## src/rtl/bcd_pkg.sv

```systemverilog
// rtl/bcd_pkg.sv - BCD price types shared by the order-book blocks
package bcd_pkg;
  typedef logic [15:0] price_t;  // four packed BCD digits
endpackage

```

## src/rtl/ob_pkg.sv

```systemverilog
// rtl/ob_pkg.sv - order-book quantity types
package ob_pkg;
  typedef logic [31:0] accum_quantity_t;
endpackage

```

## src/rtl/ob_table_cnt_seq_if.sv

```systemverilog
// rtl/ob_table_cnt_seq_if.sv - command, datapath and response signals of the count sequencer
interface ob_table_cnt_seq_if #(
  parameter int ROUNDS = 3
);
  logic                    cmd_vld;
  logic                    cmd_rdy;
  bcd_pkg::price_t         cmd_price;
  logic                    cmd_is_ask;
  bcd_pkg::price_t         eng_price;
  logic                    eng_is_ask;
  logic [ROUNDS-1:0]       eng_sel;
  logic                    eng_acc_clr;
  logic                    eng_acc_en;
  ob_pkg::accum_quantity_t eng_sum;
  logic                    tbl_upd;
  logic                    rsp_vld;
  logic                    rsp_rdy;
  ob_pkg::accum_quantity_t rsp_quantity;
  logic                    rsp_stale;
  logic                    busy;

  // slave is the sequencer; master is the command/datapath/response side around it
  modport slave (
    input  cmd_vld, cmd_price, cmd_is_ask, eng_sum, tbl_upd, rsp_rdy,
    output cmd_rdy, eng_price, eng_is_ask, eng_sel, eng_acc_clr, eng_acc_en,
           rsp_vld, rsp_quantity, rsp_stale, busy
  );

  modport master (
    output cmd_vld, cmd_price, cmd_is_ask, eng_sum, tbl_upd, rsp_rdy,
    input  cmd_rdy, eng_price, eng_is_ask, eng_sel, eng_acc_clr, eng_acc_en,
           rsp_vld, rsp_quantity, rsp_stale, busy
  );
endinterface

```

## src/rtl/ob_table_cnt_seq.sv

```systemverilog
// rtl/ob_table_cnt_seq.sv - order-book table count sequencer: one command at a time,
// ROUNDS accumulation rounds, restart on table update within a bounded budget.
module ob_table_cnt_seq #(
  parameter int N            = 16,
  parameter int CSA_DEGREE_N = 8,
  parameter int MAX_RESTART  = 3
) (
  input  logic               clk,
  input  logic               rst,
  ob_table_cnt_seq_if.slave  bus
);
  localparam int L      = CSA_DEGREE_N - 2;
  localparam int ROUNDS = (N + L - 1) / L;
  localparam int RW     = (ROUNDS > 1) ? $clog2(ROUNDS) : 1;

  localparam logic [RW-1:0]     LAST_RND = RW'(ROUNDS - 1);
  localparam logic [3:0]        RCNT_MAX = 4'(MAX_RESTART);
  localparam logic [ROUNDS-1:0] SEL_ONE  = ROUNDS'(1);

  typedef enum logic [1:0] {IDLE, CLR, ACC, RSP} state_t;

  state_t                  state;
  state_t                  state_nx;
  logic [RW-1:0]           rnd;
  logic [3:0]              rcnt;
  bcd_pkg::price_t         price_q;
  logic                    is_ask_q;
  ob_pkg::accum_quantity_t quantity_q;
  logic                    stale_q;

  logic last_rnd;
  logic restart;

  assign last_rnd = (rnd == LAST_RND);
  // a table write mid-count restarts only while budget remains; restart beats completion
  assign restart  = bus.tbl_upd && (rcnt < RCNT_MAX);

  always_ff @(posedge clk or negedge rst) begin
    if (!rst) state <= IDLE;
    else      state <= state_nx;
  end

  always_comb begin
    state_nx        = state;
    bus.cmd_rdy     = 1'b0;
    bus.busy        = 1'b1;
    bus.rsp_vld     = 1'b0;
    bus.eng_acc_clr = 1'b0;
    bus.eng_acc_en  = 1'b0;
    bus.eng_sel     = '0;
    case (state)
      IDLE: begin
        bus.cmd_rdy = 1'b1;
        bus.busy    = 1'b0;
        if (bus.cmd_vld) state_nx = CLR;
      end
      CLR: begin
        bus.eng_acc_clr = 1'b1;
        state_nx        = ACC;
      end
      ACC: begin
        bus.eng_acc_en = 1'b1;
        bus.eng_sel    = SEL_ONE << rnd;
        if (restart)       state_nx = CLR;
        else if (last_rnd) state_nx = RSP;
      end
      RSP: begin
        bus.rsp_vld = 1'b1;
        if (bus.rsp_rdy) state_nx = IDLE;
      end
      default: state_nx = IDLE;
    endcase
  end

  always_ff @(posedge clk or negedge rst) begin
    if (!rst) begin
      rnd        <= '0;
      rcnt       <= '0;
      price_q    <= '0;
      is_ask_q   <= 1'b0;
      quantity_q <= '0;
      stale_q    <= 1'b0;
    end else begin
      case (state)
        IDLE: begin
          if (bus.cmd_vld) begin
            price_q  <= bus.cmd_price;
            is_ask_q <= bus.cmd_is_ask;
            rcnt     <= '0;
            stale_q  <= 1'b0;
          end
        end
        CLR: rnd <= '0;
        ACC: begin
          if (restart) begin
            rcnt <= rcnt + 4'd1;
          end else begin
            if (bus.tbl_upd) stale_q <= 1'b1;
            if (last_rnd) quantity_q <= bus.eng_sum;
            else          rnd        <= rnd + RW'(1);
          end
        end
        default: ;
      endcase
    end
  end

  assign bus.eng_price    = price_q;
  assign bus.eng_is_ask   = is_ask_q;
  assign bus.rsp_quantity = quantity_q;
  assign bus.rsp_stale    = stale_q;
endmodule
```

## src/flat_wrapper.sv

```systemverilog
// flat-port wrapper written by rule: the top's interface ports become plain ports
module ob_table_cnt_seq_flat 
#(
  parameter int N            = 16,
  parameter int CSA_DEGREE_N = 8,
  parameter int MAX_RESTART  = 3
)
  (clk, rst, bus_cmd_vld, bus_cmd_price, bus_cmd_is_ask, bus_eng_sum, bus_tbl_upd, bus_rsp_rdy, bus_cmd_rdy, bus_eng_price, bus_eng_is_ask, bus_eng_sel, bus_eng_acc_clr, bus_eng_acc_en, bus_rsp_vld, bus_rsp_quantity, bus_rsp_stale, bus_busy);
  ob_table_cnt_seq_if bus_i ();
  input  logic clk;
  input  logic rst;
  input wire logic [$bits(bus_i.cmd_vld)-1:0] bus_cmd_vld;
  input wire logic [$bits(bus_i.cmd_price)-1:0] bus_cmd_price;
  input wire logic [$bits(bus_i.cmd_is_ask)-1:0] bus_cmd_is_ask;
  input wire logic [$bits(bus_i.eng_sum)-1:0] bus_eng_sum;
  input wire logic [$bits(bus_i.tbl_upd)-1:0] bus_tbl_upd;
  input wire logic [$bits(bus_i.rsp_rdy)-1:0] bus_rsp_rdy;
  output wire logic [$bits(bus_i.cmd_rdy)-1:0] bus_cmd_rdy;
  output wire logic [$bits(bus_i.eng_price)-1:0] bus_eng_price;
  output wire logic [$bits(bus_i.eng_is_ask)-1:0] bus_eng_is_ask;
  output wire logic [$bits(bus_i.eng_sel)-1:0] bus_eng_sel;
  output wire logic [$bits(bus_i.eng_acc_clr)-1:0] bus_eng_acc_clr;
  output wire logic [$bits(bus_i.eng_acc_en)-1:0] bus_eng_acc_en;
  output wire logic [$bits(bus_i.rsp_vld)-1:0] bus_rsp_vld;
  output wire logic [$bits(bus_i.rsp_quantity)-1:0] bus_rsp_quantity;
  output wire logic [$bits(bus_i.rsp_stale)-1:0] bus_rsp_stale;
  output wire logic [$bits(bus_i.busy)-1:0] bus_busy;
  assign bus_i.cmd_vld = bus_cmd_vld;
  assign bus_i.cmd_price = bus_cmd_price;
  assign bus_i.cmd_is_ask = bus_cmd_is_ask;
  assign bus_i.eng_sum = bus_eng_sum;
  assign bus_i.tbl_upd = bus_tbl_upd;
  assign bus_i.rsp_rdy = bus_rsp_rdy;
  assign bus_cmd_rdy = bus_i.cmd_rdy;
  assign bus_eng_price = bus_i.eng_price;
  assign bus_eng_is_ask = bus_i.eng_is_ask;
  assign bus_eng_sel = bus_i.eng_sel;
  assign bus_eng_acc_clr = bus_i.eng_acc_clr;
  assign bus_eng_acc_en = bus_i.eng_acc_en;
  assign bus_rsp_vld = bus_i.rsp_vld;
  assign bus_rsp_quantity = bus_i.rsp_quantity;
  assign bus_rsp_stale = bus_i.rsp_stale;
  assign bus_busy = bus_i.busy;
  ob_table_cnt_seq #(.N(N), .CSA_DEGREE_N(CSA_DEGREE_N), .MAX_RESTART(MAX_RESTART)) u_core (.clk(clk), .rst(rst), .bus(bus_i));
endmodule
```

## config.mk

```make
export PLATFORM = sky130hd
export DESIGN_NAME = ob_table_cnt_seq_flat
export DESIGN_NICKNAME = d
export VERILOG_FILES = /design/src/rtl/bcd_pkg.sv /design/src/rtl/ob_pkg.sv /design/src/rtl/ob_table_cnt_seq_if.sv /design/src/rtl/ob_table_cnt_seq.sv /design/src/flat_wrapper.sv
export SDC_FILE = /design/constraint.sdc
export NUM_CORES = 1
export LEC_CHECK = 0
export CAP_MARGIN = 0
export CORE_UTILIZATION = 35
export CTS_BUF_LIST = sky130_fd_sc_hd__clkbuf_16
export DETAILED_ROUTE_END_ITERATION = 12
export HOLD_SLACK_MARGIN = 0.05
export PLACE_DENSITY = 0.73
export SLEW_MARGIN = 20
export SYNTH_ARGS = -nofsm -noshare
export SYNTH_HDL_FRONTEND = slang
export SYNTH_SLANG_ARGS = --single-unit
export TNS_END_PERCENT = 10
```

## constraint.sdc

```tcl
create_clock -name clk -period 2.56 [get_ports clk]
set_input_delay 0.512 -clock clk [delete_from_list [all_inputs] [get_ports clk]]
set_output_delay 0.512 -clock clk [all_outputs]
set_load 0.01 [all_outputs]
```

Word level (Yosys, flattened, before mapping)

Index checks and enable logic that the tools add are counted.
Widths: inputs -> output; s select.

Bitwise operators: 1
Reduce and logical (&&, ||, !) cells: 10
Mux-type cells: 21
Magnitude comparators: 1
Add/sub/neg operators: 2
Equal/unequal tests: 11
Shifts and indexed selects: 1

Operators by type and width:

| kind                | number |
|---|---|
| $mux 2              | 6 |
| $reduce_and 3->1    | 4 |
| $ne 2x2->1 const B  | 5 |
| $mux 1              | 8 |
| $mux 4              | 2 |
| $pmux 2 s4          | 1 |
| $pmux 4 s2          | 1 |
| $eq 2x2->1 const B  | 3 |
| $add 4x1->4 const B | 1 |
| $lt 4x2->1 const B  | 1 |
| $pmux 2 s2          | 1 |
| $reduce_and 4->1    | 1 |
| $reduce_bool 2->1   | 2 |
| $mux 3              | 1 |
| $ne 3x1->1 const B  | 1 |
| $shl 1x2->3 const A | 1 |
| $add 2x1->2 const B | 1 |
| $eq 2x1->1 const B  | 1 |
| $logic_not 2->1     | 1 |
| $ne 2x1->1 const B  | 1 |
| $pmux 1 s2          | 1 |
| $reduce_and 2->1    | 1 |
| $logic_and 1x1->1   | 1 |
| $not 1->1           | 1 |

Bits in registers: 58
Bits of input ports: 54
Logic and storage cells: 54
Output and inout port bits: 58

Depth between registers and ports, before layout

Gate-level depths: netlist of the first run.

Depth in word-level cells: 4
Depth in mapped cells: 7
Gate-level depth less buffers: 5

Least setup slack after synthesis of the first run

Ideal clock, no wire load.

Path type: register -> register
From: register u_core.rcnt[0]
To: register u_core.quantity_q[10], in the netlist u_core.bus.rsp_quantity[10]
Period minus slack after synthesis: 1.997 ns
Buffers on the path: 2
Data required time: 2.435 ns
Setup slack: 0.563 ns
Stages on the path, launching flop included: 7
Data arrival time: 1.872 ns
Setup time: 0.125 ns
Cells stage by stage: dfrtp_1 ha_1 or4b_4 and2_4 buf_6 buf_12 mux2_4

Word-level cells in the longest chain between the ends: 4

RTL lines:

| what                       | line                   | RTL |
|---|---|---|
| start: declaration         | ob_table_cnt_seq.sv:25 | `logic [3:0] rcnt;` |
| start signal: assignment   | ob_table_cnt_seq.sv:96 | `rcnt <= rcnt + 4'd1;` |
| $lt 4x2->1                 | ob_table_cnt_seq.sv:36 | `assign restart = bus.tbl_upd && (rcnt < RCNT_MAX);` |
| $logic_and 1x1->1          | ob_table_cnt_seq.sv:36 |  |
| $not 1->1 (no line)        | --                     |  |
| $reduce_and 3->1 (no line) | --                     |  |
| end signal: assignment     | ob_table_cnt_seq.sv:99 | `if (last_rnd) quantity_q <= bus.eng_sum;` |
| end: declaration           | ob_table_cnt_seq.sv:28 | `ob_pkg::accum_quantity_t quantity_q;` |

Every way passes these cells.
A chain may end at the register's enable or synchronous reset.

Worst setup path after layout of the first run

From: register u_core.state[0]
To: output port bus_eng_acc_en

Word-level cells in the longest chain between the ends: 2

RTL lines:

| what                     | line                   | RTL |
|---|---|---|
| start: declaration       | ob_table_cnt_seq.sv:22 | `state_t state;` |
| start signal: assignment | ob_table_cnt_seq.sv:40 | `else state <= state_nx;` |
| $eq 2x2->1               | ob_table_cnt_seq.sv:51 | `case (state)` |
| $mux 1                   | ob_table_cnt_seq.sv:51 |  |
| end: declaration         | flat_wrapper.sv:23     | `output wire logic [$bits(bus_i.eng_acc_en)-1:0] bus_eng_acc_en;` |

Every way passes these cells.

==> results of run 1 <==
[cell usage in the layout, fill, tap and decap left out, types with 2 or more instances in the layout]
cell and count:
buf_4 3, ha_1 9, o211ai_1 4, clkbuf_16 9
mux2_4 30, a21oi_1 2, nor2_1 2, nand2_1 5
mux2_2 19, a31oi_1 2, o21a_1 2, clkdlybuf4s50_1 110
inv_1 6, nor4_1 2, nor3_1 2, dfrtp_1 58
nand3_1 3, and2_1 3, nand2b_1 2, bufinv_16 4
clkinv_1 3
[final timing paths]
| check | endpoint | startpoint |
|---|---|---|
| max reg2reg | u_core.bus.rsp_quantity[27]$_DFFE_PN0P_ | u_core.rcnt[0]$_DFFE_PN0P_ |
| min reg2reg | u_core.bus.eng_price[3]$_DFFE_PN0P_ | u_core.bus.eng_price[3]$_DFFE_PN0P_ |
| min | u_core.bus.rsp_quantity[12]$_DFFE_PN0P_ | rst |
| max | bus_eng_acc_en | u_core.state[0]$_DFFE_PN0P_ |
| min in group clk | u_core.bus.eng_price[3]$_DFFE_PN0P_ | u_core.bus.eng_price[3]$_DFFE_PN0P_ |
| max in group asynchronous | u_core.bus.rsp_quantity[21]$_DFFE_PN0P_ | rst |
[report_power, final]
part / switching, mW / internal, mW
clock network: 0.397 / 1.04
registers: 0.243 / 1.31
logic: 0.703 / 1.27
total: 1.34 / 3.62
[kinds of logic (layout without fill, tap and decap cells)]
| family | Yosys count | after routing | synth area share (%) |
|---|---|---|---|
| simple gates | 26 | 26 | 6.27 |
| mux | 50 | 50 | 26.0 |
| compound gates | 12 | 12 | 3.38 |
| fa+ha+maj | 9 | 9 | 4.34 |
| buf+inv | 13 | 137 | 4.05 |
| flops | 58 | 58 | 56.0 |
[through the flow]
| stage | instance area (sq um) | setup slack [ps] | util [%] |
|---|---|---|---|
| final | 4140 | 167 | 57.4 |
| after floorplan | 2590 | 563 | - |
| after CTS | 4140 | 150 | 57.4 |
| after global placement | 3780 | 226 | 52.4 |
| after global routing | 4140 | 59.8 | 57.4 |
| after detailed placement | 3780 | 186 | 52.4 |
[final cells by class]
class                   count  area [sq um]  share of cell area, %
inverters                   6          22.5                  0.544
flip-flops and latches     58          1450                   35.1
clock buffers               9           225                   5.44
clock inverters             7           131                   3.17
multi-input cells          97          1040                   25.1
well taps                  99           124                   2.99
repair buffers            115          1150                   27.7
[per-layer routing]
metal	wire (microns)	GRT usage, %	up-vias	share of wire, %
met4	62	5.28	0	1.1
met5	0	0	-	0
met3	415	7.16	11	7.6
met1	2410	16.9	862	44
met2	2580	23.7	68	47
li1	-	-	841	-
[registers in the layout (all words and copies together) (netlist names)]
signal	cells
u_core.bus.eng_is_ask	1
u_core.bus.eng_price	16
u_core.bus.rsp_quantity	32
u_core.bus.rsp_stale	1
u_core.rcnt	4
u_core.rnd	2
u_core.state	2
==> impl_results.md, run 1 <==
* Fmax at 418 MHz
* Most instantiated library cell after synthesis: dfrtp_1
* Fillers at 600
* Seq/Total Area, Yosys at 56.0%
* Max Root-Sink Buffers at 2
* Post-DRT Antenna Nets at 0
* Endpoint class of the critical path: output port
* Setup violations, final at 0
* Crit-path leading delay family: buffers and inverters
* Slew Viols, Final at 0
* Asr flop ratio synth at 100%
* DR iter-0 viols at 47
* Slowest stage cell, crit path: clkdlybuf4s50_1
* Root Driver: clkbuf_16
* Cell taking the most area after synthesis: dfrtp_1
* CTS tree: built
* Synth top cells by count: dfrtp_1, mux2_4, mux2_2, ha_1, inv_1
* Worst hold path class: in -> async
* Final #Nets at 350
* DRT Pass-1 Iters at 4
* WL per Instance at 14.0 microns
* Final hold violation count at 0
* Clk_lat worst skew at 320 ps
* Number of max-cap violations at 0
* Gr usage total at 14.7%
* Worst path depth at 4
* FF-to-FF path depth at 4
* CTS buffer count at 9
* Starting density of the core at 36.0%
* Yosys warnings at 0
* Number of inserted diodes at 0
* CP peak stage delay at 550 ps
* CTS hold repair buffers at 0
* Postcts setup bufs at 0
* Status: finished clean
* RSZ-0062 raised after global routing: no
* Synth top area share at 56.0%
* Max_slew headroom at 57.7%
* DR vias/cell at 4.56
* P_leak at 1.81 nW
* Clock sink count at 58
* Number of flops mapped to enable cells by yosys at 0
* Num ports at 112
* DRC Markers at 0
* CP cell instances: inv_1 -> ha_1 -> buf_4 -> clkdlybuf4s50_1
* Syn_area_per_cell at 15.4 sq um
* Total power at 4.96 mW
* Vias in the first global route at 1792
* Synth-to-Final Area Change at 59.6%
* Area of the mapped netlist at 2590 sq um
* Die Ht at 88.1 microns
* Final Non-Filler Cells at 391
* First-pass GRT wire length at 8.44 mm
* Slew at the pin closest to its max-slew limit at 634 ps
* Post-Route Setup TNS at 0 ps
* WP data arrival at 1880 ps
* Number of H-tree levels at 3
* Worst-path clk slew at 50 ps
* Rows at 31
* Flop2flop setup slack at 480 ps
* Crit start category: register
* Gr ovfl total at 0
* Initial antenna violation count at 0
* Area contributors post-synth: dfrtp_1, mux2_4, mux2_2
* Core Area at 7210 sq um
* DIE AREA at 7760 sq um
* WL final at 5.47 mm
* GP Congestion at 0.786
* WP buf/inv at 3
* Primary FF master, synth: dfrtp_1
* Part of the cycle the worst path needs at 93.5%
* Max VDD drop at 661 uV
* Unique cell type count in the Yosys netlist at 29
* Inst Count DP at 375
* Worst Path Max Fanout at 12
* CP Class: reg -> out
* Hpwl dp at 3.85 mm
* Synth Instances at 168
* Net Count, Synth at 231
* Required time worst endpoint at 2050 ps
* Die width at 88.1 microns
* Fin crit period at 2390 ps
* Layout cells sized above 1 at 24.3%
* Pwr dens at 1200 nW/um^2
* Pin count of the biggest net entering global routing at 33
* Final hold slack at 210 ps
* Post-CTS Resized at 0
* Detailed-route via count at 1782
* IO buf count at 111
* Seq cells post-synth at 58
* Worst Skew at 7.72 ps
(Power assumes the default switching activity.)
==> inputs of run 2 (changes only) <==
--- a/config.mk
+++ b/config.mk
@@ -7,4 +7,5 @@
 export LEC_CHECK = 0
 export CAP_MARGIN = 0
+export CORE_ASPECT_RATIO = 2
 export CORE_UTILIZATION = 35
 export CTS_BUF_LIST = sky130_fd_sc_hd__clkbuf_16
==> constraint.sdc (replaced) <==
create_clock -name clk -period 2.9 [get_ports clk]
set_input_delay 0.58 -clock clk [delete_from_list [all_inputs] [get_ports clk]]
set_output_delay 0.58 -clock clk [all_outputs]
set_load 0.1 [all_outputs]
==> run 2 against run 1 <==
Effect of this change: wire length increased by 1.7%; critical path depth unchanged; register-to-register slack improved by 190 ps; die area increased by 0.26%; setup slack improved by 360 ps; cell count decreased by 2.3%; flip-flop and latch count unchanged; sequential share of layout area increased by 2.0 points; largest cell class unchanged.
==> impl_results.md, run 2 (synthesized netlist as in run 1, its figures left out) <==
* Post-Route Setup TNS at 0 ps
* Postcts setup bufs at 0
* Slowest stage cell, crit path: dfrtp_1
* Slew Viols, Final at 0
* DRC Markers at 0
* Required time worst endpoint at 2320 ps
* Post-DRT Antenna Nets at 0
* CTS buffer count at 9
* Final #Nets at 348
* Flop2flop setup slack at 670 ps
* Part of the cycle the worst path needs at 81.7%
* Num ports at 112
* Vias in the first global route at 1773
* Detailed-route via count at 1801
* Finished Core Util at 54.3%
* Fin crit period at 2370 ps
* Status: finished clean
* Gr ovfl total at 0
* Wl on met1 at 2.21 mm
* Max reg flops at 32
* Worst r2r dst: u_core.bus.rsp_quantity[31]$_DFFE_PN0P_
* Initial antenna violation count at 0
* Max Used Layer: met4
* WP buf/inv at 2
* Endpoint class of the critical path: output port
* Clock sink count at 58
* Die width at 62.9 microns
* Max_slew headroom at 49.8%
* Core Area at 7210 sq um
* Number of inserted diodes at 0
* RSZ-0062 raised after global routing: no
* DIE AREA at 7780 sq um
* Starting density of the core at 36.0%
* Root Driver: clkbuf_16
* Hpwl dp at 4.00 mm
* Crit-path leading delay family: flip-flops
* CTS tree: built
* GP Congestion at 0.711
* WL per Instance at 14.6 microns
* Rows at 44
* Worst hold path class: in -> async
* IO buf count at 111
* Clk_lat worst skew at 330 ps
* Fmax at 422 MHz
* DR WL met3 at 290 microns
* CP peak stage delay at 440 ps
* Commonest non-fill, non-tap cell in the layout: buf_4
* Synth-to-Final Area Change at 50.9%
* FF-to-FF path depth at 5
* Number of max-cap violations at 0
* Slew at the pin closest to its max-slew limit at 750 ps
* DR vias/cell at 4.71
* WL final at 5.56 mm
* Critical R2R Launch: u_core.state[0]$_DFFE_PN0P_
* DRT Pass-1 Iters at 4
* First-pass GRT wire length at 8.58 mm
* Die Ht at 124 microns
* Worst Skew at 5.91 ps
* Most frequent cells in the layout: buf_4, dfrtp_1, clkdlybuf4s50_1
* Number of H-tree levels at 3
* CP cell instances: inv_1 -> ha_2 -> and2_2 -> buf_4
* Pin count of the biggest net entering global routing at 59
* Layout cells sized above 1 at 44.5%
* Max Root-Sink Buffers at 2
* DR iter-0 viols at 104
* Post-CTS Resized at 0
* CP Class: reg -> out
* Area after DPL at 3610 sq um
* Final hold violation count at 0
* Final instance area at 3920 sq um
* Worst-path clk slew at 50 ps
* CTS hold repair buffers at 0
* WP data arrival at 1790 ps
* Setup violations, final at 0
* Crit start category: register
* Gr usage total at 14.7%
* Worst Path Max Fanout at 16
* Met2 routed WL at 2.90 mm
## run 2: changes by cell type in the layout (fill, tap and decap cells not counted), sizes merged
| cell | previous run | this run |
|---|---|---|
| clkdlybuf4s50 | 110 | 52 |
| buf | 5 | 61 |
| bufinv | 4 | 2 |
| clkinv | 3 | 4 |
| clkinvlp | 0 | 1 |
## run 2: cell type report
| type | instances | area, sq um |
|---|---|---|
| clock buffers | 9 | 225 |
| clock inverters | 7 | 83.8 |
| fillers | 628 | 3300 |
| inverters | 6 | 22.5 |
| multi-input cells | 97 | 1040 |
| flip-flops and latches | 58 | 1450 |
| well taps | 92 | 115 |
| repair buffers | 113 | 976 |
## run 2: worst max path at each step
stage	slack, ps	endpoint	cells after the start	start
3_3_place_gp	490	u_core.bus.rsp_quantity[26]$_DFFE_PN0P_	4	bus_tbl_upd
6_report	530	bus_eng_sel[2]	4	u_core.state[0]$_DFFE_PN0P_
2_1_floorplan	130	bus_eng_sel[1]	4	u_core.state[0]$_DFFE_PN0P_
3_5_place_dp	470	u_core.bus.rsp_quantity[8]$_DFFE_PN0P_	4	bus_tbl_upd
4_1_cts	520	bus_eng_sel[2]	4	u_core.state[0]$_DFFE_PN0P_
5_1_grt	420	bus_eng_sel[2]	4	u_core.state[0]$_DFFE_PN0P_
## run 2: per-stage QoR
| stage | hold slack [ps] | setup WS [ps] | cells |
|---|---|---|---|
| 6_report | 399 | 530 | 382 |
| 4_1_cts | 438 | 523 | 382 |
| 5_1_grt | 471 | 421 | 382 |
| 2_1_floorplan | 284 | 131 | 168 |
| 3_5_place_dp | 494 | 470 | 366 |
| 3_3_place_gp | 489 | 494 | 366 |
## run 2: worst register-to-register path, delay by kind of cell, from the launching register on
family,cells,cell delay (ps)
adder cells (fa/ha/maj),1,370
buffers and inverters,1,130
multiplexers,1,410
AND/OR/NAND/NOR,2,760
flip-flops,1,440
## run 2: metal layers
| metal | vias to the layer above | global-route usage (%) |
|---|---|---|
| met4 | 0 | 8.87 |
| met1 | 880 | 16.6 |
| met2 | 74 | 23.7 |
| met5 | - | 0 |
| met3 | 13 | 5.13 |
| li1 | 834 | - |
Power of run 2 is left out: the tool's default activity adds up to more than one toggle a clock period on the data nets, which glitch-free logic cannot reach.
==> inputs of run 3 (changes only) <==
PLACE_DENSITY = 0.76   (was 0.73)
clock period = 1.9 ns   (was 2.9 ns; I/O delays follow)
==> run 3 against run 2 <==
Effect of this change: the flow now finishes with violations (setup timing); wire length rose by 8.1%; cell count rose by 2.9%; global-route usage rose by 1.7 points; highest routed layer unchanged.
==> impl_results.md, run 3 (synthesized netlist as in run 1, its figures left out) <==
* Final hold slack at 52.5 ps
* Number of inserted diodes at 0
* Required time worst endpoint at 2090 ps
* Rows at 44
* DR vias/cell at 4.61
* Setup violations, final at 4
* Final #Nets at 359
* First-pass GRT wire length at 9.43 mm
* Endpoint class of the critical path: register
* Detailed-route via count at 1812
* DRT Pass-1 Iters at 5
* Slew Viols, Final at 0
* CP Class: reg -> reg
* Final Non-Filler Cells at 393
* CP Launch Point: u_core.rcnt[0]$_DFFE_PN0P_
* Die Ht at 124 microns
* Layout cells sized above 1 at 47.5%
* Die width at 62.9 microns
* Gr usage total at 16.4%
* Final setup margin at -8.74 ps
* Number of H-tree levels at 3
* Failing checks: setup timing
* Post-Route Setup TNS at -16.6 ps
* Hpwl dp at 4.40 mm
* Clock sink count at 58
* DRC Markers at 0
* DIE AREA at 7780 sq um
* Synth-to-Final Area Change at 59.1%
* Worst-path clk slew at 50 ps
* Final instance area at 4130 sq um
* WL final at 6.01 mm
* Area after DPL at 3870 sq um
* CTS tree: built
* Worst Path Max Fanout at 32
* Final hold violation count at 0
* Root Driver: clkbuf_16
* Crit start category: register
* Gr ovfl total at 0
* Critical R2R Launch: u_core.rcnt[0]$_DFFE_PN0P_
* Starting density of the core at 36.0%
* Max Root-Sink Buffers at 2
* Pin count of the biggest net entering global routing at 59
* Clk_lat worst skew at 320 ps
* RSZ-0062 raised after global routing: yes
* Fmax at 524 MHz
* Inst Count DP at 377
* CTS buffer count at 9
* Postcts setup bufs at 0
* Fin crit period at 1910 ps
* WP data arrival at 2100 ps
* Core Area at 7210 sq um
* WL per Instance at 15.3 microns
* Status: complete, but fails checks
* Initial antenna violation count at 0
* Worst Skew at 7.26 ps
* Post-DRT Antenna Nets at 0
* DR iter-0 viols at 110
* Part of the cycle the worst path needs at 100%
* Worst hold path class: in -> async
* Fillers at 595
* Max_slew headroom at 61.5%
* Max reg flops at 32
* Slew at the pin closest to its max-slew limit at 578 ps
* Vias in the first global route at 1978
* CTS hold repair buffers at 0
* GP Congestion at 0.695
* Number of max-cap violations at 0
* Most frequent cells in the layout: dfrtp_1, buf_4, clkdlybuf4s50_1
* Commonest non-fill, non-tap cell in the layout: dfrtp_1
* Num ports at 112
* IO buf count at 111
run 3: timing repair:
action	4_1_cts	5_1_grt
pin swaps	1	1
setup endpoints to repair	34	34
resized for setup	2	0
run 3: path summary, 6_finish.rpt:
kind	depth (start not counted)	end	slack [ps]
worst max-delay path	4	u_core.bus.rsp_quantity[9]$_DFFE_PN0P_	-9
worst min-delay path	2	u_core.bus.rsp_quantity[21]$_DFFE_PN0P_	50
worst max register to register	4	u_core.bus.rsp_quantity[9]$_DFFE_PN0P_	-9
worst min register to register	1	u_core.bus.rsp_quantity[0]$_DFFE_PN0P_	500
max in group asynchronous	2	u_core.bus.rsp_quantity[6]$_DFFE_PN0P_	1580
min in group clk	1	u_core.bus.rsp_quantity[0]$_DFFE_PN0P_	500
run 3: worst max-delay path, cell delays in order (launching register included):
cell and delay, ps:
dfrtp_1 380, ha_2 200, or4b_4 480, and2_4 350, mux2_4 370
run 3: cell type report:
| type | instances | area [sq um] | share of cell area [%] |
|---|---|---|---|
| Multi-Input combinational cell | 97 | 1060 | 25.7 |
| Sequential cell | 58 | 1450 | 35.2 |
| Inverter | 6 | 22.5 | 0.546 |
| Clock buffer | 9 | 225 | 5.46 |
| Tap cell | 92 | 115 | 2.79 |
| Clock inverter | 7 | 28.8 | 0.697 |
| Timing Repair Buffer | 124 | 1220 | 29.7 |
run 3: metal layers:
layer | GRT usage (%) | routed length (microns) | up-vias
met2 | 29.8 | 3520 | 62
li1 | - | - | 859
met5 | 0 | 0 | -
met1 | 15.6 | 2140 | 885
met4 | 11.2 | 108 | 0
met3 | 4.95 | 242 | 6
run 3: metrics by stage:
stage          util, %  setup WS, ps
2_1_floorplan        -          -254
3_3_place_gp      53.6          -242
3_5_place_dp      53.6          -269
4_1_cts           57.2          9.01
5_1_grt           57.2         -62.8
6_report          57.2         -8.74
Power of run 3 is left out for the same reason.
